==> src/rtl/router_pkt_tx_pkg.sv <==
// Shared definitions for the 1x3 router packet transmitter.
//   - tx_state_e   : transmitter FSM states
//   - DEST_INVALID : reserved destination code, rejected on request
//   - header layout: length in [7:2], destination in [1:0]
//   - MAX_LEN      : largest payload the 6-bit length field can describe
//   - make_header  : packs {len, dest} into a header byte
package router_pkg;

    localparam int unsigned MAX_LEN  = 63;

    localparam int unsigned LEN_W    = 6;
    localparam int unsigned DEST_W   = 2;
    localparam int unsigned LEN_MSB  = 7;
    localparam int unsigned LEN_LSB  = 2;
    localparam int unsigned DEST_MSB = 1;
    localparam int unsigned DEST_LSB = 0;

    localparam logic [DEST_W-1:0] DEST_INVALID = 2'b11;

    typedef enum logic [2:0] {
        IDLE,
        LOAD,
        HEADER,
        PAYLOAD,
        PARITY
    } tx_state_e;

    function automatic logic [7:0] make_header(input logic [LEN_W-1:0]  len,
                                               input logic [DEST_W-1:0] dest);
        logic [7:0] h;
        h                    = '0;
        h[LEN_MSB:LEN_LSB]   = len;
        h[DEST_MSB:DEST_LSB] = dest;
        return h;
    endfunction

endpackage

==> src/rtl/router_pkt_tx_if.sv <==
// Host/router-side signal bundle of the packet transmitter.
//   master : host and router model (drives requests, payload and busy)
//   slave  : router_pkt_tx (drives ready, pl_ready, packet_valid, pkt_data,
//            done, err)
interface router_pkt_tx_if;

    logic                            start;
    logic [router_pkg::DEST_W-1:0]   dest;
    logic [router_pkg::LEN_W-1:0]    len;
    logic                            ready;
    logic                            pl_valid;
    logic [7:0]                      pl_data;
    logic                            pl_ready;
    logic                            busy;
    logic                            packet_valid;
    logic [7:0]                      pkt_data;
    logic                            done;
    logic                            err;

    modport master (
        output start, dest, len, pl_valid, pl_data, busy,
        input  ready, pl_ready, packet_valid, pkt_data, done, err
    );

    modport slave (
        input  start, dest, len, pl_valid, pl_data, busy,
        output ready, pl_ready, packet_valid, pkt_data, done, err
    );

endinterface

==> src/rtl/router_tx_buf.sv <==
// Payload buffer for router_pkt_tx: DEPTH x WIDTH memory written at wr_ptr and
// read asynchronously at rd_ptr. Both pointers are cleared by clr at the start
// of every packet, so they never wrap within one packet.
//   clk, resetn : clock, synchronous active-low reset (pointers only)
//   clr         : clear both pointers
//   wr_en/wr_data : write one byte, advance wr_ptr
//   rd_en       : advance rd_ptr
//   rd_data     : byte at rd_ptr
//   wr_cnt      : bytes written since clr
//   rd_idx      : current read pointer
module router_tx_buf
    import router_pkg::*;
#(
    parameter int unsigned DEPTH = 64,
    parameter int unsigned WIDTH = 8
) (
    input  logic             clk,
    input  logic             resetn,
    input  logic             clr,
    input  logic             wr_en,
    input  logic [WIDTH-1:0] wr_data,
    input  logic             rd_en,
    output logic [WIDTH-1:0] rd_data,
    output logic [LEN_W-1:0] wr_cnt,
    output logic [LEN_W-1:0] rd_idx
);

    logic [WIDTH-1:0] mem [DEPTH];
    logic [LEN_W-1:0] wr_ptr;
    logic [LEN_W-1:0] rd_ptr;

    always_ff @(posedge clk) begin
        if (!resetn) begin
            wr_ptr <= '0;
            rd_ptr <= '0;
        end else if (clr) begin
            wr_ptr <= '0;
            rd_ptr <= '0;
        end else begin
            if (wr_en) wr_ptr <= wr_ptr + 1'b1;
            if (rd_en) rd_ptr <= rd_ptr + 1'b1;
        end
    end

    always_ff @(posedge clk) begin
        if (wr_en) mem[wr_ptr] <= wr_data;
    end

    assign rd_data = mem[rd_ptr];
    assign wr_cnt  = wr_ptr;
    assign rd_idx  = rd_ptr;

endmodule

==> src/rtl/router_pkt_tx.sv <==
// Source-side packet transmitter for the 1x3 router. Accepts {dest, len},
// buffers the whole payload, then sends header, payload and XOR parity onto
// the router input, stalling while busy is high.
//   clk, resetn : clock, synchronous active-low reset
//   inj_err     : (only with ROUTER_TX_PARITY_ERR_INJ_EN) corrupt parity bit 0
//                 of the packet whose start is accepted while it is high
//   bus         : router_pkt_tx_if.slave (request, payload, router side)
// Optional feature macro: ROUTER_TX_PARITY_ERR_INJ_EN
module router_pkt_tx
    import router_pkg::*;
#(
    parameter int unsigned MAX_LEN = router_pkg::MAX_LEN
) (
    input  logic clk,
    input  logic resetn,
`ifdef ROUTER_TX_PARITY_ERR_INJ_EN
    input  logic inj_err,
`endif
    router_pkt_tx_if.slave bus
);

    tx_state_e        state, state_n;
    logic [LEN_W-1:0] len_q;
    logic [7:0]       header_q;
    logic [7:0]       parity_q;
    logic             done_q, done_n;
    logic             err_q, err_n;

    logic             accept;
    logic             buf_clr;
    logic             wr_en;
    logic             rd_en;
    logic [7:0]       rd_data;
    logic [LEN_W-1:0] wr_cnt;
    logic [LEN_W-1:0] rd_idx;
    logic [LEN_W-1:0] last_idx;
    logic [7:0]       hdr;
    logic [7:0]       par_init;

    assign hdr      = make_header(bus.len, bus.dest);
    assign last_idx = len_q - 1'b1;

    // Injection is folded into the accumulator seed, so the flag need not be
    // carried to the parity stage.
`ifdef ROUTER_TX_PARITY_ERR_INJ_EN
    assign par_init = hdr ^ {7'b0, inj_err};
`else
    assign par_init = hdr;
`endif

    router_tx_buf #(
        .DEPTH (MAX_LEN + 1),
        .WIDTH (8)
    ) u_buf (
        .clk     (clk),
        .resetn  (resetn),
        .clr     (buf_clr),
        .wr_en   (wr_en),
        .wr_data (bus.pl_data),
        .rd_en   (rd_en),
        .rd_data (rd_data),
        .wr_cnt  (wr_cnt),
        .rd_idx  (rd_idx)
    );

    always_ff @(posedge clk) begin
        if (!resetn) begin
            state    <= IDLE;
            len_q    <= '0;
            header_q <= '0;
            parity_q <= '0;
            done_q   <= 1'b0;
            err_q    <= 1'b0;
        end else begin
            state  <= state_n;
            done_q <= done_n;
            err_q  <= err_n;
            if (accept) begin
                len_q    <= bus.len;
                header_q <= hdr;
                parity_q <= par_init;
            end else if (wr_en) begin
                parity_q <= parity_q ^ bus.pl_data;
            end
        end
    end

    always_comb begin
        state_n = state;
        done_n  = 1'b0;
        err_n   = 1'b0;
        accept  = 1'b0;
        buf_clr = 1'b0;
        wr_en   = 1'b0;
        rd_en   = 1'b0;
        unique case (state)
            IDLE: begin
                if (bus.start) begin
                    if (bus.dest == DEST_INVALID || bus.len == '0) begin
                        err_n = 1'b1;
                    end else begin
                        accept  = 1'b1;
                        buf_clr = 1'b1;
                        state_n = LOAD;
                    end
                end
            end
            LOAD: begin
                if (bus.pl_valid) begin
                    wr_en = 1'b1;
                    if (wr_cnt == last_idx) state_n = HEADER;
                end
            end
            HEADER: begin
                if (!bus.busy) state_n = PAYLOAD;
            end
            PAYLOAD: begin
                if (!bus.busy) begin
                    rd_en = 1'b1;
                    if (rd_idx == last_idx) state_n = PARITY;
                end
            end
            PARITY: begin
                if (!bus.busy) begin
                    state_n = IDLE;
                    done_n  = 1'b1;
                end
            end
            default: state_n = IDLE;
        endcase
    end

    assign bus.ready        = (state == IDLE);
    assign bus.pl_ready     = (state == LOAD);
    assign bus.packet_valid = (state == HEADER) || (state == PAYLOAD);
    assign bus.done         = done_q;
    assign bus.err          = err_q;

    always_comb begin
        bus.pkt_data = '0;
        unique case (state)
            HEADER:  bus.pkt_data = header_q;
            PAYLOAD: bus.pkt_data = rd_data;
            PARITY:  bus.pkt_data = parity_q;
            default: bus.pkt_data = '0;
        endcase
    end

endmodule

==> src/flat_wrapper.sv <==
// flat-port wrapper written by rule: the top's interface ports become plain ports
module router_pkt_tx_flat import router_pkg::*;
#(
    parameter int unsigned MAX_LEN = router_pkg::MAX_LEN
)
  (clk, resetn, bus_start, bus_dest, bus_len, bus_pl_valid, bus_pl_data, bus_busy, bus_ready, bus_pl_ready, bus_packet_valid, bus_pkt_data, bus_done, bus_err);
  router_pkt_tx_if bus_i ();
  input  logic clk;
  input  logic resetn;
  input wire logic [$bits(bus_i.start)-1:0] bus_start;
  input wire logic [$bits(bus_i.dest)-1:0] bus_dest;
  input wire logic [$bits(bus_i.len)-1:0] bus_len;
  input wire logic [$bits(bus_i.pl_valid)-1:0] bus_pl_valid;
  input wire logic [$bits(bus_i.pl_data)-1:0] bus_pl_data;
  input wire logic [$bits(bus_i.busy)-1:0] bus_busy;
  output wire logic [$bits(bus_i.ready)-1:0] bus_ready;
  output wire logic [$bits(bus_i.pl_ready)-1:0] bus_pl_ready;
  output wire logic [$bits(bus_i.packet_valid)-1:0] bus_packet_valid;
  output wire logic [$bits(bus_i.pkt_data)-1:0] bus_pkt_data;
  output wire logic [$bits(bus_i.done)-1:0] bus_done;
  output wire logic [$bits(bus_i.err)-1:0] bus_err;
  assign bus_i.start = bus_start;
  assign bus_i.dest = bus_dest;
  assign bus_i.len = bus_len;
  assign bus_i.pl_valid = bus_pl_valid;
  assign bus_i.pl_data = bus_pl_data;
  assign bus_i.busy = bus_busy;
  assign bus_ready = bus_i.ready;
  assign bus_pl_ready = bus_i.pl_ready;
  assign bus_packet_valid = bus_i.packet_valid;
  assign bus_pkt_data = bus_i.pkt_data;
  assign bus_done = bus_i.done;
  assign bus_err = bus_i.err;
  router_pkt_tx #(.MAX_LEN(MAX_LEN)) u_core (.clk(clk), .resetn(resetn), .bus(bus_i));
endmodule
==> config.mk <==
export PLATFORM = sky130hd
export DESIGN_NAME = router_pkt_tx_flat
export DESIGN_NICKNAME = d
export VERILOG_FILES = /design/src/rtl/router_pkt_tx_pkg.sv /design/src/rtl/router_pkt_tx_if.sv /design/src/rtl/router_tx_buf.sv /design/src/rtl/router_pkt_tx.sv /design/src/flat_wrapper.sv
export SDC_FILE = /design/constraint.sdc
export NUM_CORES = 1
export LEC_CHECK = 0
export ABC_CLOCK_PERIOD_IN_PS = 2900
export BUFFER_PORTS_ARGS = -buffer_cell sky130_fd_sc_hd__buf_2
export CORE_ASPECT_RATIO = 0.9
export CORE_MARGIN = 1
export CORE_UTILIZATION = 35
export DETAILED_ROUTE_END_ITERATION = 6
export PLACE_DENSITY_LB_ADDON = 0.3
export SLEW_MARGIN = 40
export SYNTH_ARGS = -nofsm -noshare
export SYNTH_HDL_FRONTEND = slang
export SYNTH_SLANG_ARGS = --single-unit
==> constraint.sdc <==
create_clock -name clk -period 2.9 [get_ports clk]
set_input_delay 0.29 -clock clk [delete_from_list [all_inputs] [get_ports clk]]
set_output_delay 0.29 -clock clk [all_outputs]
set_load 0.01 [all_outputs]
# After elaboration in Yosys (flattened, before gate mapping)

Memory sizes are Yosys's and may differ from the RTL's. A register that Yosys moved wholly into a read port is not among the register bits.
Cells that the tools add are included.

RAM bits: 512
Word-level logic and storage cells: 62
Memories kept: 1
Register bits after elaboration: 39
Output and inout bits: 13
Input port bits: 21

Memories:

| name             | words | bits a word | read ports | clocked after memory_dff | wr ports | RTL line            | source |
|---|---|---|---|---|---|---|---|
| u_core.u_buf.mem | 64    | 8           | 1          | 1                        | 1        | router_tx_buf.sv:28 | `logic [WIDTH-1:0] mem [DEPTH];` |

Equal/unequal tests: 15
Reductions and logical operators: 9
$add $sub $neg: 3
Bitwise gates (word level): 2
Muxes and demuxes: 24

Operator list:

| kind                | count |
|---|---|
| $mux 3              | 8 |
| $pmux 8 s3          | 1 |
| $mux 8              | 2 |
| $pmux 3 s5          | 1 |
| $add 6x1->6 const B | 2 |
| $eq 6x6->1          | 2 |
| $mux 6              | 2 |
| $ne 2x2->1 const B  | 6 |
| $mux 1              | 10 |
| $reduce_and 8->1    | 1 |
| $xor 8x8->8         | 1 |
| $eq 3x2->1 const B  | 2 |
| $logic_not 6->1     | 1 |
| $sub 6x1->6 const B | 1 |
| $ne 2x1->1 const B  | 2 |
| $eq 3x1->1 const B  | 1 |
| $eq 3x3->1 const B  | 1 |
| $logic_not 3->1     | 1 |
| $reduce_and 3->1    | 1 |
| $eq 2x2->1 const B  | 1 |
| $logic_or 1x1->1    | 2 |
| $reduce_and 2->1    | 1 |
| $reduce_bool 2->1   | 1 |
| $reduce_or 2->1     | 1 |
| $not 1->1           | 1 |

# Longest topological paths before layout

Depth after elaboration: 7
Mapped depth: 9
Depth with buffers taken out: 7

# Modules after synthesis

From an unflattened synthesis, not the netlist that was laid out.

Cell total of the unflattened synthesis: 1189
Area total of the unflattened synthesis: 22107.5 um2

Modules (own cells, without submodules):

| module        | instances | area an instance (um2) | cells each | seq. area each (um2) |
|---|---|---|---|---|
| router_tx_buf | 1         | 20702.4                | 1009       | 15735.1 |
| router_pkt_tx | 1         | 1405.1                 | 180        | 420.4 |

# Worst setup path before layout

OpenSTA, ideal clock, no wires.

Path type: reg-to-reg
From: reg u_core.state[0]
To: mem u_core.u_buf.mem[51][0], enable pin
Cell stages (with the launch flop): 7
Arrival: 1.978 ns
Slack: 0.551 ns
Data required time: 2.530 ns
Path buffers: 1
Clock period less this slack: 2.349 ns
Cells stage by stage: dfxtp_1 > clkbuf_1 > nor3b_1 > nand2_1 > nor2_1 > nand3_1 > nor2_1

Word-level cells in the longest chain between the ends: 4

Ends and longest elaborated chain:

| what                         | RTL line            | source |
|---|---|---|
| start, declared              | router_pkt_tx.sv:22 | `tx_state_e state, state_n;` |
| start signal, assigned       | router_pkt_tx.sv:75 | `state <= state_n;` |
| $eq 3x1->1                   | -                   |  |
| via bus_pl_ready             | flat_wrapper.sv:17  | `output wire logic [$bits(bus_i.pl_ready)-1:0] bus_pl_ready;` |
| $mux 1                       | router_pkt_tx.sv:96 | `unique case (state)` |
| $mux 1                       | router_tx_buf.sv:46 | `if (wr_en) mem[wr_ptr] <= wr_data;` |
| $mux 1 (not written as such) | router_tx_buf.sv:46 |  |
| end, declared                | router_tx_buf.sv:28 |  |

The timed path passes the listed nets, and every way through them passes these cells.

==> impl_metrics.py <==
metrics = {
    "die": {
        "initial_utilization": 0.3564,
        "design.core.area_um2": 61660,
        "die_w_um": 266.1,
        "die_area_um2": 63790,
        "die_height_um": 239.7,
        "std_cell_rows": 86,
        "i_o_pins": 34,
    },
    "route": {
        "detailedRoute.firstIterationViolations": 1224,
        "routed-via-count": 11270,
        "avgRoutedWirePerCell_um": 24.54,
        "drtPass1Iterations": 6,
        "drcViolationCount": 0,
        "routed_length_on_met3_um": 3746,
        "highest_layer": "met5",
        "detail_route.vias_per_cell": 5.179,
        "route.final.wire_length_um": 53400,
        "met1Wirelength_um": 24560,
        "postRouteAntennaNets": 0,
        "dr_wl_met2_um": 24040,
    },
    "place": {
        "placed_cells_incl_taps": 2042,
        "post-place-ws_ns": 0.1044,
        "gp_routability_congestion": 0.8184,
        "hpwl_um": 33910,
        "buffer_ports.inserted": 33,
    },
    "logic_synthesis": {
        "synth_flop_cell": "edfxtp_1",
        "synth_cells": 1111,
        "synth_top_cell_area_share": 0.6997,
        "synth-seq-area-share": 0.7353,
        "ys.warnings.count": 0,
        "synth.distinct_cells": 64,
        "ys_ff_latch": 551,
        "synth_top_cells_by_area": "edfxtp_1, mux4_2, dfxtp_1",
        "synthesis.area_um2": 21970,
        "number_of_flops_mapped_to_enable_cells_by_yosys": 512,
        "synth_nets": 1135,
        "yosys.area.top_type": "edfxtp_1",
        "syn-mean-instance-area_um2": 19.78,
        "postSynth.asyncResetShare": 0,
    },
    "clocking": {
        "cts.path.max_buffers": 3,
        "cts-buffers-inserted": 57,
        "worst_setup_hold_path_clk_slew_ns": 0.06,
        "worst_skew_pair.late_latency_ns": 0.62,
        "cts_root_buffer_type": "clkbuf_16",
        "cts-htree-levels": 2,
        "tritoncts_num_sinks": 551,
        "cts_tree": "yes",
    },
    "cells_and_area": {
        "final_cell_count_no_fill": 2176,
        "final_core_util": 0.4284,
        "antenna_cells": 0,
        "layout-drive-gt1-share": 0.3403,
        "num-nets-final": 1316,
        "final_common_cell": "edfxtp_1",
        "layout.cells.most_common_list": "edfxtp_1, mux4_2, buf_4, nor2_1, clkbuf_16",
        "syn_to_final_growth_pct": 20.20,
    },
    "pwr": {
        "p_leak_nw": 8.322,
        "total_power_mw": 16.65,
        "power.density_nw_per_um2": 630.4,
        "power.ir.vdd_worst_uv": 444.5,
    },
    "critical_path": {
        "max_stage_delay_ns": 0.54,
        "critical_path_cell_count": 7,
        "path_cells": "buf_6, buf_12, mux4_2, mux4_2, a22oi_2, o211ai_1, buf_2",
        "r2r.worst_path.cells": 5,
        "cp_max_fo": 9,
        "worstSetupPathType": "register to output port",
        "crit_top_cell": "mux4_2",
        "worst-path-buf-inv": 3,
        "cp_top_family": "multiplexers",
        "cp_data_required_time_ns": 2.61,
        "worstSetupStartpointType": "register",
        "critPathArrivalTime_ns": 3.00,
        "critPathSlowestCell": "mux4_2",
        "endpoint_kind": "output port",
    },
    "job": {
        "max_cap_viol_count": 0,
    },
    "sta": {
        "maxSlewViolCount": 0,
        "max_freq_ghz": 0.3043,
        "skew_ns": 0.02281,
        "rsz_0062_raised_after_global_routing": "true",
        "slew_headroom": 0.4983,
        "fin_crit_ns": 3.286,
        "final.period_utilization": 1.133,
        "worst_slew_pin_slew_ns": 0.7485,
        "timing.final.setup_violations": 8,
        "final_hold_viol_count": 0,
        "post-route-worst-setup-slack_ns": -0.3858,
    },
    "grt": {
        "global_route_wire_length_before_repair_um": 77710,
        "grt_max_degree": 53,
        "first_global_vias": 11350,
        "grt_overflow_total": 0,
        "track_usage": 0.1695,
        "number_of_antenna_violations_at_the_first_check_in_global_routing": 1,
    },
    "status": {
        "run_status": "complete, but fails checks",
        "violations": "setup timing",
    },
    "worst_hold_path": {
        "min_delay_path_depth": 3,
        "min_path_type": "primary input to register",
    },
}
[metal layers]
layer,vias up,track usage
met4,2,0.05016
met2,397,0.2542
met5,-,0
met1,5874,0.2526
li1,4917,-
met3,80,0.02796
[flip-flops by register name (all words and copies together) (netlist names), named ones only]
name / cells
u_core.u_buf.wr_cnt: 6
u_core.u_buf.rd_idx: 6
u_core.header_q: 3
u_core.u_buf.mem: 512
u_core.bus.done: 1
u_core.parity_q: 8
u_core.len_q: 5
u_core.bus.err: 1
u_core.state: 3
[stage by stage]
step                setup TNS [ns]  cell area (µm²)  hold slack (ns)
floorplan                        0            21970           0.3889
global route                -3.031            26410          0.03281
global placement                 0            23970           0.5202
detailed placement               0            23970           0.5391
finish                      -2.624            26410          0.03425
CTS                         -2.896            26340         0.003453
[area by class of cell]
cell class	count	area (µm²)
clock buffers	66	1503
clock inverters	41	411.6
fillers	5361	35250
inverters	6	22.52
multi-input cells	488	5584
flip-flops and latches	551	16170
well taps	836	1046
repair buffers	188	1679
[report_power, final]
part	internal, mW	switching, mW	total [mW]
Clock	4.41	3.03	7.45
Sequential	8.71	0.0332	8.74
Combinational	0.158	0.304	0.461
Total	13.3	3.37	16.7
[cell usage after synthesis, drive strengths merged, types with 3 or more instances]
| cell | count |
|---|---|
| dfxtp | 39 |
| ha | 3 |
| o211a | 4 |
| or3 | 3 |
| o211ai | 8 |
| clkbuf | 22 |
| o221ai | 3 |
| or3b | 4 |
| nand4 | 4 |
| mux2i | 31 |
| mux4 | 143 |
| nor2b | 10 |
| o2111ai | 5 |
| a31oi | 3 |
| a22oi | 14 |
| edfxtp | 512 |
| inv | 6 |
| nand3b | 9 |
| xor2 | 15 |
| nor2 | 85 |
| nand2 | 43 |
| o21ai | 5 |
| a21boi | 7 |
| a211oi | 5 |
| nor3 | 4 |
| buf | 44 |
| nand2b | 3 |
| or2 | 3 |
| o22ai | 6 |
| nand3 | 19 |
| or4 | 3 |
| xnor2 | 12 |
| a21oi | 7 |
[logic make-up (layout without fill, tap and decap cells)]
group                    Yosys count  in the layout  share of synthesized area
multiplexers                     174            174                     0.1607
adder cells (fa/ha/maj)            3              3                   0.001709
buffers and inverters             72            301                    0.01646
flip-flops                       551            551                     0.7353
AO/OA/AOI/OAI                     79             79                    0.02762
AND/OR/NAND/NOR                  202            202                    0.04436
XOR/XNOR                          30             30                    0.01389
[path summary, 6_finish.rpt]
path,from,to,slack [ns]
max,register,bus_pkt_data[7],-0.39
min,bus_len[0],u_core.bus.err,0.03
max reg2reg,u_core.state[1],u_core.u_buf.mem[37][4],0.28
min reg2reg,u_core.header_q[1],u_core.header_q[1],0.55
[timing repair]
item,in CTS,in global routing
cloned,4,2
endpoints found under the setup margin,8,8
gates resized for setup,29,11
hold endpoints to repair,10,0
hold buffers,6,0
pin swaps,8,7
buffers inserted,14,3
[tightest hold or removal path, delay by kind of cell]
kind	cells	cell delay [ns]
compound gates	1	0.14
buf+inv	1	0.13
simple gates	1	0.04
No activity file was read; power rests on OpenSTA's default activity.
